File: src/rtl/fetch_pkg.sv
// Shared types, constants and helpers for the instruction fetch unit.
package fetch_pkg;

  typedef enum logic {
    RUN   = 1'b0,
    FAULT = 1'b1
  } fetch_state_t;

  localparam logic [31:0] NOP_INSTR          = 32'h0000_0000;
  localparam logic [31:0] DEFAULT_RESET_PC   = 32'h0000_0000;
  localparam int unsigned DEFAULT_IMEM_WORDS = 1024;

  // A fetch address is usable only if word aligned and inside the memory.
  // The compare is done at 34 bits so the byte limit itself cannot overflow.
  function automatic logic addr_legal(input logic [31:0] addr,
                                      input int unsigned imem_words);
    logic [33:0] byte_limit;
    byte_limit = 34'(imem_words) << 2;
    return (addr[1:0] == 2'b00) && ({2'b00, addr} < byte_limit);
  endfunction

endpackage

File: src/rtl/ifid_stage_reg.sv
// IF/ID pipeline register: holds one fetched instruction with its PC and
// PC+4, implements valid/ready holding toward decode, and counts transfers.
module ifid_stage_reg
  import fetch_pkg::*;
(
  input  logic        clk,
  input  logic        reset,
  input  logic        capture,
  input  logic        flush,
  input  logic [31:0] in_instr,
  input  logic [31:0] in_pc,
  input  logic        out_ready,
  output logic        out_valid,
  output logic [31:0] out_instr,
  output logic [31:0] out_pc,
  output logic [31:0] out_pc_plus4,
  output logic [31:0] fetch_count
);

  logic transfer;

  assign transfer = out_valid && out_ready;

  // Register update: flush squashes, capture loads, otherwise hold until taken.
  always_ff @(posedge clk) begin
    // NOTE: sequential state uses non-blocking assignments so every register
    // samples pre-edge values regardless of statement order.
    if (reset) begin
      out_valid    <= 1'b0;
      out_instr    <= NOP_INSTR;
      out_pc       <= 32'h0000_0000;
      out_pc_plus4 <= 32'h0000_0000;
      fetch_count  <= 32'h0000_0000;
    end else begin
      // A handshake completes even on a flush cycle; decode discards it.
      if (transfer) begin
        fetch_count <= fetch_count + 32'd1;
      end
      if (flush) begin
        out_valid <= 1'b0;
      end else if (capture) begin
        out_valid    <= 1'b1;
        out_instr    <= in_instr;
        out_pc       <= in_pc;
        out_pc_plus4 <= in_pc + 32'd4;
      end else if (out_ready) begin
        // Only reachable with fetching stopped: drain the pending word.
        out_valid <= 1'b0;
      end
    end
  end

endmodule

File: src/rtl/instruction_fetch_unit.sv
// Instruction fetch unit: owns the PC, drives the instruction-memory address,
// handles execute redirects and stops in a sticky fault on illegal addresses.
module instruction_fetch_unit
  import fetch_pkg::*;
#(
  parameter logic [31:0] RESET_PC   = DEFAULT_RESET_PC,
  parameter int unsigned IMEM_WORDS = DEFAULT_IMEM_WORDS
) (
  input  logic        clk,
  input  logic        reset,
  output logic [31:0] imem_addr,
  input  logic [31:0] imem_instr,
  input  logic        redirect_valid,
  input  logic [31:0] redirect_target,
  output logic        out_valid,
  input  logic        out_ready,
  output logic [31:0] out_instr,
  output logic [31:0] out_pc,
  output logic [31:0] out_pc_plus4,
  output logic        fault,
  output logic [31:0] fault_pc,
  output logic [31:0] fetch_count
);

  fetch_state_t state, state_next;
  logic [31:0]  pc, pc_next, pc_plus4;
  logic [31:0]  fault_pc_next;
  logic         capture;

  assign pc_plus4  = pc + 32'd4;
  assign imem_addr = pc;
  assign fault     = (state == FAULT);

  // Next-state logic: redirect beats sequential fetch; overflow faults after capture.
  always_comb begin
    // NOTE: every output of this block gets a default first so no path can
    // leave a variable unassigned and infer a latch.
    state_next    = state;
    pc_next       = pc;
    fault_pc_next = fault_pc;
    capture       = 1'b0;

    if (redirect_valid) begin
      pc_next = redirect_target;
      if (addr_legal(redirect_target, IMEM_WORDS)) begin
        state_next = RUN;
      end else begin
        state_next    = FAULT;
        fault_pc_next = redirect_target;
      end
    end else if (state == RUN && (!out_valid || out_ready)) begin
      capture = 1'b1;
      pc_next = pc_plus4;
      if (!addr_legal(pc_plus4, IMEM_WORDS)) begin
        state_next    = FAULT;
        fault_pc_next = pc_plus4;
      end
    end
  end

  // State register for PC, FSM state and the latched fault address.
  always_ff @(posedge clk) begin
    if (reset) begin
      state    <= RUN;
      pc       <= RESET_PC;
      fault_pc <= 32'h0000_0000;
    end else begin
      state    <= state_next;
      pc       <= pc_next;
      fault_pc <= fault_pc_next;
    end
  end

  ifid_stage_reg u_ifid (
    .clk          (clk),
    .reset        (reset),
    .capture      (capture),
    .flush        (redirect_valid),
    .in_instr     (imem_instr),
    .in_pc        (pc),
    .out_ready    (out_ready),
    .out_valid    (out_valid),
    .out_instr    (out_instr),
    .out_pc       (out_pc),
    .out_pc_plus4 (out_pc_plus4),
    .fetch_count  (fetch_count)
  );

endmodule

File: config.mk
export PLATFORM = sky130hd
export DESIGN_NAME = instruction_fetch_unit
export DESIGN_NICKNAME = d
export VERILOG_FILES = /design/src/rtl/fetch_pkg.sv /design/src/rtl/ifid_stage_reg.sv /design/src/rtl/instruction_fetch_unit.sv
export SDC_FILE = /design/constraint.sdc
export NUM_CORES = 1
export LEC_CHECK = 0
export BUFFER_PORTS_ARGS = -buffer_cell sky130_fd_sc_hd__buf_2
export CORE_UTILIZATION = 51
export DETAILED_ROUTE_END_ITERATION = 8
export GPL_TIMING_DRIVEN = 0
export PLACE_DENSITY = 0.85
export SLEW_MARGIN = 20
export SYNTH_ARGS = -nofsm -noshare
export SYNTH_HDL_FRONTEND = slang
export SYNTH_SLANG_ARGS = --single-unit
export TNS_END_PERCENT = 10
File: constraint.sdc
create_clock -name clk -period 4.3 [get_ports clk]
set_input_delay 0.86 -clock clk [delete_from_list [all_inputs] [get_ports clk]]
set_output_delay 0.86 -clock clk [all_outputs]
set_load 0.005 [all_outputs]
==> impl_metrics.py, run 1 <==
metrics = {
    "timing": {
        "slew_viol_final": 0,
        "max_freq_mhz": 279,
        "rsz0062_at_grt": "false",
        "hold_viol_final": 0,
        "fin_crit_ns": 3.59,
        "finClkSkew_ns": 0.0102,
        "tightest_slew_ns": 0.994,
        "setup_tns_ns": 0,
        "max_slew_margin_pct": 33.5,
        "period_share_pct": 83.5,
        "whs_ns": 0.450,
        "finalSetupViolations": 0,
    },
    "synth": {
        "synthFlopType": "dfxtp_1",
        "syn_nets": 1096,
        "async_flop_share_pct": 0,
        "yosys.cell_types.count": 52,
        "synth_compound_area_share_pct": 13.3,
        "synthXorXnorAreaFrac_pct": 7.23,
        "ys_warn_count": 0,
        "synth-simple-area-share_pct": 24.2,
        "synth-edff-count": 0,
        "postSynthCellCount": 1026,
        "synth_mux_area_share_pct": 4.84,
        "ys_ff_latch": 192,
        "synthesis.area_um2": 8480,
        "synthAdderAreaFrac_pct": 0.295,
        "synth_area_per_cell_um2": 8.26,
        "ys_seq_area_share_pct": 45.3,
        "synth_top_family_by_area": "simple AND/OR/NAND/NOR gates",
    },
    "worst_hold_path": {
        "min-delay-path-class": "flip-flop to flip-flop",
        "min_path_cells": 2,
    },
    "critical_path": {
        "cp_data_required_time_ns": 4.63,
        "cp_num_buf_inv": 1,
        "cpMaxStageDelayCell": "dfxtp_1",
        "startpoint_type": "flip-flop",
        "cp_cell_sequence": "and4_1 -> nand3_1 -> or4_1 -> xor2_1 -> o2111ai_1 -> o21ai_2 -> buf_6 -> mux2_2",
        "cp_slowest_stage_delay_ns": 0.66,
        "path_depth": 8,
        "crit_family": "simple AND/OR/NAND/NOR gates",
        "reg2reg_depth": 8,
        "crit_fanout": 10,
        "arrival_ns": 3.92,
        "crit_type": "flip-flop to flip-flop",
        "end_kind": "flip-flop",
    },
    "grt": {
        "grt_pass1_vias": 7646,
        "grt_pass1_wl_um": 41300,
        "grt_max_degree": 17,
        "antenna_found_initial": 0,
        "grt_usage_pct": 31.8,
        "grt_overflow": 0,
    },
    "run_status": {
        "status": "complete, no violations",
    },
    "clocking": {
        "clk_latency_ns": 0.44,
        "cts.path.max_buffers": 2,
        "cts_buffers": 17,
        "htreeDepth": 4,
        "root_buffer": "clkbuf_16",
        "clk_pin_slew_ns": 0.07,
        "cts-resized-gates": 0,
        "cts_sinks": 192,
        "postCtsHoldBufs": 0,
        "cts_tree": "built",
        "cts_setup_buffers": 0,
    },
    "floorplanning": {
        "die_w_um": 131,
        "ioPinCount": 262,
        "die_area_um2": 17100,
        "coreArea_um2": 16100,
        "start_util_pct": 52.8,
        "die_y_um": 131,
        "placementRows": 46,
    },
    "finish": {
        "regArea_um2": 3840,
        "final_layout_size_suffix_gt1_share_pct": 25.1,
        "syn_to_final_growth_pct": 25.4,
        "diodes": 0,
        "multi_input_area_um2": 4220,
        "layout_commonest_cell": "buf_2",
        "mostFrequentLayoutCells": "267 x buf_2, 200 x nand2_1, 192 x dfxtp_1",
        "fillers": 1366,
        "nets": 1375,
    },
    "drt": {
        "first_pass_iters": 5,
        "drt_wl_total_um": 27900,
        "antenna_left": 0,
        "wl_per_cell_um": 18.2,
        "drcViolationCount": 0,
        "drt-initial-drc-count": 777,
        "vias": 8680,
        "viasPerCell": 5.66,
    },
    "job": {
        "maxCapViolCount": 0,
    },
    "power": {
        "p_per_area_nw_per_um2": 386,
        "ir_drop_mv": 0.284,
        "p_leak_nw": 4.54,
    },
    "place": {
        "place_congestion": 0.989,
        "portBuffers": 260,
        "hpwl_um": 21200,
    },
}
[final timing paths]
path	to	slack, ns	startpoint
max	fault_pc[8]$_SDFFE_PP0P_	0.71	imem_addr[13]$_SDFFE_PP0P_
min reg2reg	u_ifid.out_instr[4]$_SDFFE_PP0P_	0.45	u_ifid.out_instr[4]$_SDFFE_PP0P_
max reg2reg	fault_pc[8]$_SDFFE_PP0P_	0.71	imem_addr[13]$_SDFFE_PP0P_
min	u_ifid.out_instr[4]$_SDFFE_PP0P_	0.45	u_ifid.out_instr[4]$_SDFFE_PP0P_
[registers in the layout, indices dropped and copies added, names as in the netlist]
register	count
u_ifid.out_valid	1
fault_pc	32
imem_addr	32
u_ifid.out_pc	30
u_ifid.out_instr	32
u_ifid.fetch_count	32
fault	1
u_ifid.out_pc_plus4	32
[synth_stat cells (3+ instances only)]
cell type / count / share of area (%)
a21oi_1: 76 / 4.5
a211oi_1: 46 / 4.1
nand3_1: 31 / 1.8
o211ai_1: 6 / 0.53
mux2i_1: 23 / 2.7
o21ai_0: 18 / 1.1
and4_1: 9 / 0.93
o31ai_1: 3 / 0.27
nor4_1: 13 / 0.96
nor3_1: 18 / 1.1
or2_2: 3 / 0.22
xor2_1: 36 / 3.7
and3_1: 15 / 1.1
nor2b_1: 16 / 1.2
o21a_1: 3 / 0.27
nand4_1: 14 / 1.0
nand2_1: 200 / 8.9
clkbuf_1: 62 / 2.7
inv_1: 7 / 0.31
or3_1: 6 / 0.44
a22o_1: 5 / 0.52
xnor2_1: 34 / 3.5
or4_4: 3 / 0.40
buf_2: 7 / 0.41
a211o_1: 7 / 0.72
a311oi_1: 3 / 0.31
buf_4: 4 / 0.35
buf_1: 7 / 0.31
mux2_2: 14 / 1.9
dfxtp_1: 192 / 45
nor2_1: 117 / 5.2
buf_6: 3 / 0.40
[stage by stage]
stage	power (mW)	setup WS (ns)	area [um2]	std cells	util, %
after floorplan	2.28	1.28	8480	1026	-
after global placement	2.53	0.871	10000	1502	62.6
after detailed placement	2.54	0.832	10000	1502	62.6
after CTS	4.08	0.820	10600	1534	66.2
after global routing	4.23	0.599	10600	1534	66.2
final	4.10	0.711	10600	1534	66.2
[kinds of logic (layout without fill, tap and decap cells)]
kind of cell	Yosys count	count (layout)
simple gates	454	454
flops	192	192
compound gates	176	176
buf+inv	93	385
xor+xnor	70	70
mux	39	39
fa+ha+maj	2	2
[routing by layer]
metal / vias to the layer above / share of wire, % / GRT usage (%)
met5: - / 0 / 0
met4: 0 / 3.4 / 13.3
met3: 84 / 10 / 7.74
met2: 475 / 46 / 50.2
met1: 4069 / 40 / 41.5
li1: 4052 / - / -
[power by group]
part / switching (mW) / internal (mW)
clock: 0.717 / 0.870
combinational: 0.341 / 0.224
sequential: 0.0753 / 1.88
total: 1.13 / 2.97
[worst register-to-register path: stages, from the launching register on]
cell and delay [ns]:
dfxtp_1 0.66, and4_1 0.33, nand3_1 0.30, or4_1 0.61, xor2_1 0.38, o2111ai_1 0.33
o21ai_2 0.29, buf_6 0.22, mux2_2 0.35
[area by class of cell]
cell class / count / share of cell area (%)
well taps: 216 / 2.54
flip-flops and latches: 192 / 36.1
clock buffers: 23 / 4.59
plain buffers: 84 / 3.55
repair buffers: 260 / 12.2
clock inverters: 9 / 0.906
multi-input cells: 741 / 39.7
inverters: 9 / 0.318
Power figures use the tool's default switching activity.
==> run 2, diff against run 1 <==
--- a/config.mk
+++ b/config.mk
@@ -6,10 +6,10 @@
 export NUM_CORES = 1
 export LEC_CHECK = 0
 export BUFFER_PORTS_ARGS = -buffer_cell sky130_fd_sc_hd__buf_2
-export CORE_UTILIZATION = 51
+export CORE_UTILIZATION = 46
 export DETAILED_ROUTE_END_ITERATION = 8
 export GPL_TIMING_DRIVEN = 0
-export PLACE_DENSITY = 0.85
+export PLACE_DENSITY = 0.81
 export SLEW_MARGIN = 20
 export SYNTH_ARGS = -nofsm -noshare
 export SYNTH_HDL_FRONTEND = slang
==> constraint.sdc (replaced) <==
create_clock -name clk -period 3.1 [get_ports clk]
set_input_delay 0.62 -clock clk [delete_from_list [all_inputs] [get_ports clk]]
set_output_delay 0.62 -clock clk [all_outputs]
set_load 0.005 [all_outputs]
==> impl_metrics.py, run 2 (synthesis results as in run 1) <==
metrics = {
    "worst_hold_path": {
        "min-delay-path-class": "primary input to flip-flop",
        "min_path_cells": 3,
        "min_to": "u_ifid.out_instr[2]$_SDFFE_PP0P_",
        "min_from": "imem_instr[2]",
    },
    "grt": {
        "grt_overflow": 0,
        "antenna_found_initial": 0,
        "grt_pass1_vias": 7500,
        "grt_max_degree": 18,
        "grt_pass1_wl_um": 41500,
        "grt_usage_pct": 28.9,
    },
    "timing": {
        "tightest_slew_ns": 1.10,
        "finalSetupViolations": 0,
        "setup_tns_ns": 0,
        "max_slew_margin_pct": 26.2,
        "fin_crit_ns": 3.08,
        "finClkSkew_ns": 0.0119,
        "setup_ws_ns": 0.0171,
        "slew_viol_final": 0,
        "period_share_pct": 99.4,
        "whs_ns": 0.408,
        "max_freq_mhz": 324,
        "hold_viol_final": 0,
    },
    "floorplanning": {
        "placementRows": 49,
        "coreArea_um2": 18000,
        "die_w_um": 138,
        "start_util_pct": 47.0,
        "die_y_um": 138,
        "ioPinCount": 262,
        "die_area_um2": 19000,
    },
    "critical_path": {
        "startpoint_type": "flip-flop",
        "cp_cell_sequence": "clkbuf_4 -> nand2_1 -> or4_4 -> buf_4 -> nor3_1 -> nor4_4 -> o2111ai_2 -> buf_4 -> o21a_1 -> mux2i_1",
        "r2r_end": "fault_pc[25]$_SDFFE_PP0P_",
        "crit_fanout": 10,
        "crit_type": "flip-flop to flip-flop",
        "cp_num_buf_inv": 3,
        "crit_family": "simple AND/OR/NAND/NOR gates",
        "end_kind": "flip-flop",
        "rr_startpoint": "imem_addr[4]$_SDFFE_PP0P_",
        "cp_slowest_stage_delay_ns": 0.54,
        "cp_data_required_time_ns": 3.47,
        "r2r_setup_slack_ns": 0.02,
        "reg2reg_depth": 10,
        "path_depth": 10,
        "cpMaxStageDelayCell": "or4_4",
        "arrival_ns": 3.45,
        "crit_top_cell": "buf_4",
    },
    "finish": {
        "fillers": 1609,
        "final_layout_size_suffix_gt1_share_pct": 29.0,
        "multi_input_area_um2": 4440,
        "fin_util_pct": 61.6,
        "diodes": 0,
        "final_cells": 1560,
        "mostFrequentLayoutCells": "260 x buf_2, 199 x nand2_1, 179 x dfxtp_1",
        "syn_to_final_growth_pct": 31.1,
        "layout_commonest_cell": "buf_2",
        "regArea_um2": 3870,
        "nets": 1389,
        "design_area_um2": 11100,
    },
    "drt": {
        "first_pass_iters": 6,
        "vias": 8682,
        "wl_per_cell_um": 18.5,
        "drcViolationCount": 0,
        "antenna_left": 0,
        "drt-initial-drc-count": 811,
        "drt_wl_total_um": 28900,
        "viasPerCell": 5.57,
    },
    "place": {
        "place_congestion": 0.955,
        "post-place-ws_ns": -0.463,
        "place_area_um2": 10100,
        "placed_cells": 1515,
        "portBuffers": 260,
        "hpwl_um": 21200,
    },
    "clocking": {
        "cts_sinks": 192,
        "root_buffer": "clkbuf_16",
        "cts_tree": "built",
        "clk_pin_slew_ns": 0.08,
        "cts.path.max_buffers": 2,
        "clk_latency_ns": 0.44,
        "cts_buffers": 17,
        "htreeDepth": 4,
    },
    "power": {
        "p_per_area_nw_per_um2": 523,
        "ir_drop_mv": 0.397,
        "p_leak_nw": 4.74,
        "power_mw": 5.81,
    },
    "run_status": {
        "status": "complete, no violations",
    },
    "job": {
        "maxCapViolCount": 0,
    },
}
-- run 2: changes by cell type in the layout (fill, tap and decap cells not counted), sizes merged --
cell,previous run,this run
inv,12,13
clkbuf,85,78
clkinv,3,6
clkinvlp,2,0
buf,282,299
bufinv,1,2
-- run 2: where the power goes --
| part | total (mW) | switching [mW] | internal (mW) |
|---|---|---|---|
| registers | 2.72 | 0.117 | 2.60 |
| clock network | 2.25 | 1.02 | 1.23 |
| logic | 0.846 | 0.488 | 0.358 |
| total | 5.81 | 1.62 | 4.19 |
-- run 2: worst register-to-register path, delay by kind of cell, from the launching register on --
kind	cells	cell delay (ns)
simple gates	4	1.24
buf+inv	3	0.63
mux	1	0.22
flops	1	0.43
compound gates	2	0.49
-- run 2: final cells by class --
cell class / count / area share, %
Clock inverter: 12 / 1.37
Multi-Input combinational cell: 741 / 39.9
Clock buffer: 19 / 3.99
Tap cell: 229 / 2.58
Sequential cell: 192 / 34.8
Timing Repair Buffer: 280 / 13.4
Buffer: 78 / 3.67
Inverter: 9 / 0.304
-- run 2: what timing repair did --
action                                  in CTS  in global routing
setup buffers                                9                  9
endpoints found under the setup margin      44                 44
pin swaps                                    7                  9
gates cloned                                 2                  1
gates resized for setup                     36                 45
hold buffers                                 0                  0
-- run 2: how the worst max path moves through the flow --
stage                                end                  startpoint
2_1_floorplan   fault_pc[1]$_SDFFE_PP0P_   imem_addr[2]$_SDFFE_PP0P_
3_3_place_gp    fault_pc[1]$_SDFFE_PP0P_   imem_addr[2]$_SDFFE_PP0P_
3_5_place_dp    fault_pc[4]$_SDFFE_PP0P_  imem_addr[16]$_SDFFE_PP0P_
4_1_cts         fault_pc[8]$_SDFFE_PP0P_   imem_addr[2]$_SDFFE_PP0P_
5_1_grt         fault_pc[8]$_SDFFE_PP0P_   imem_addr[4]$_SDFFE_PP0P_
6_report       fault_pc[25]$_SDFFE_PP0P_   imem_addr[4]$_SDFFE_PP0P_
-- run 2: metal layers --
layer,global-route usage (%),up-vias,wire length (um)
li1,-,4093,-
met1,38.2,4043,12000
met2,45.3,481,13300
met3,6.59,65,2740
met4,12.0,0,803
met5,0,-,0
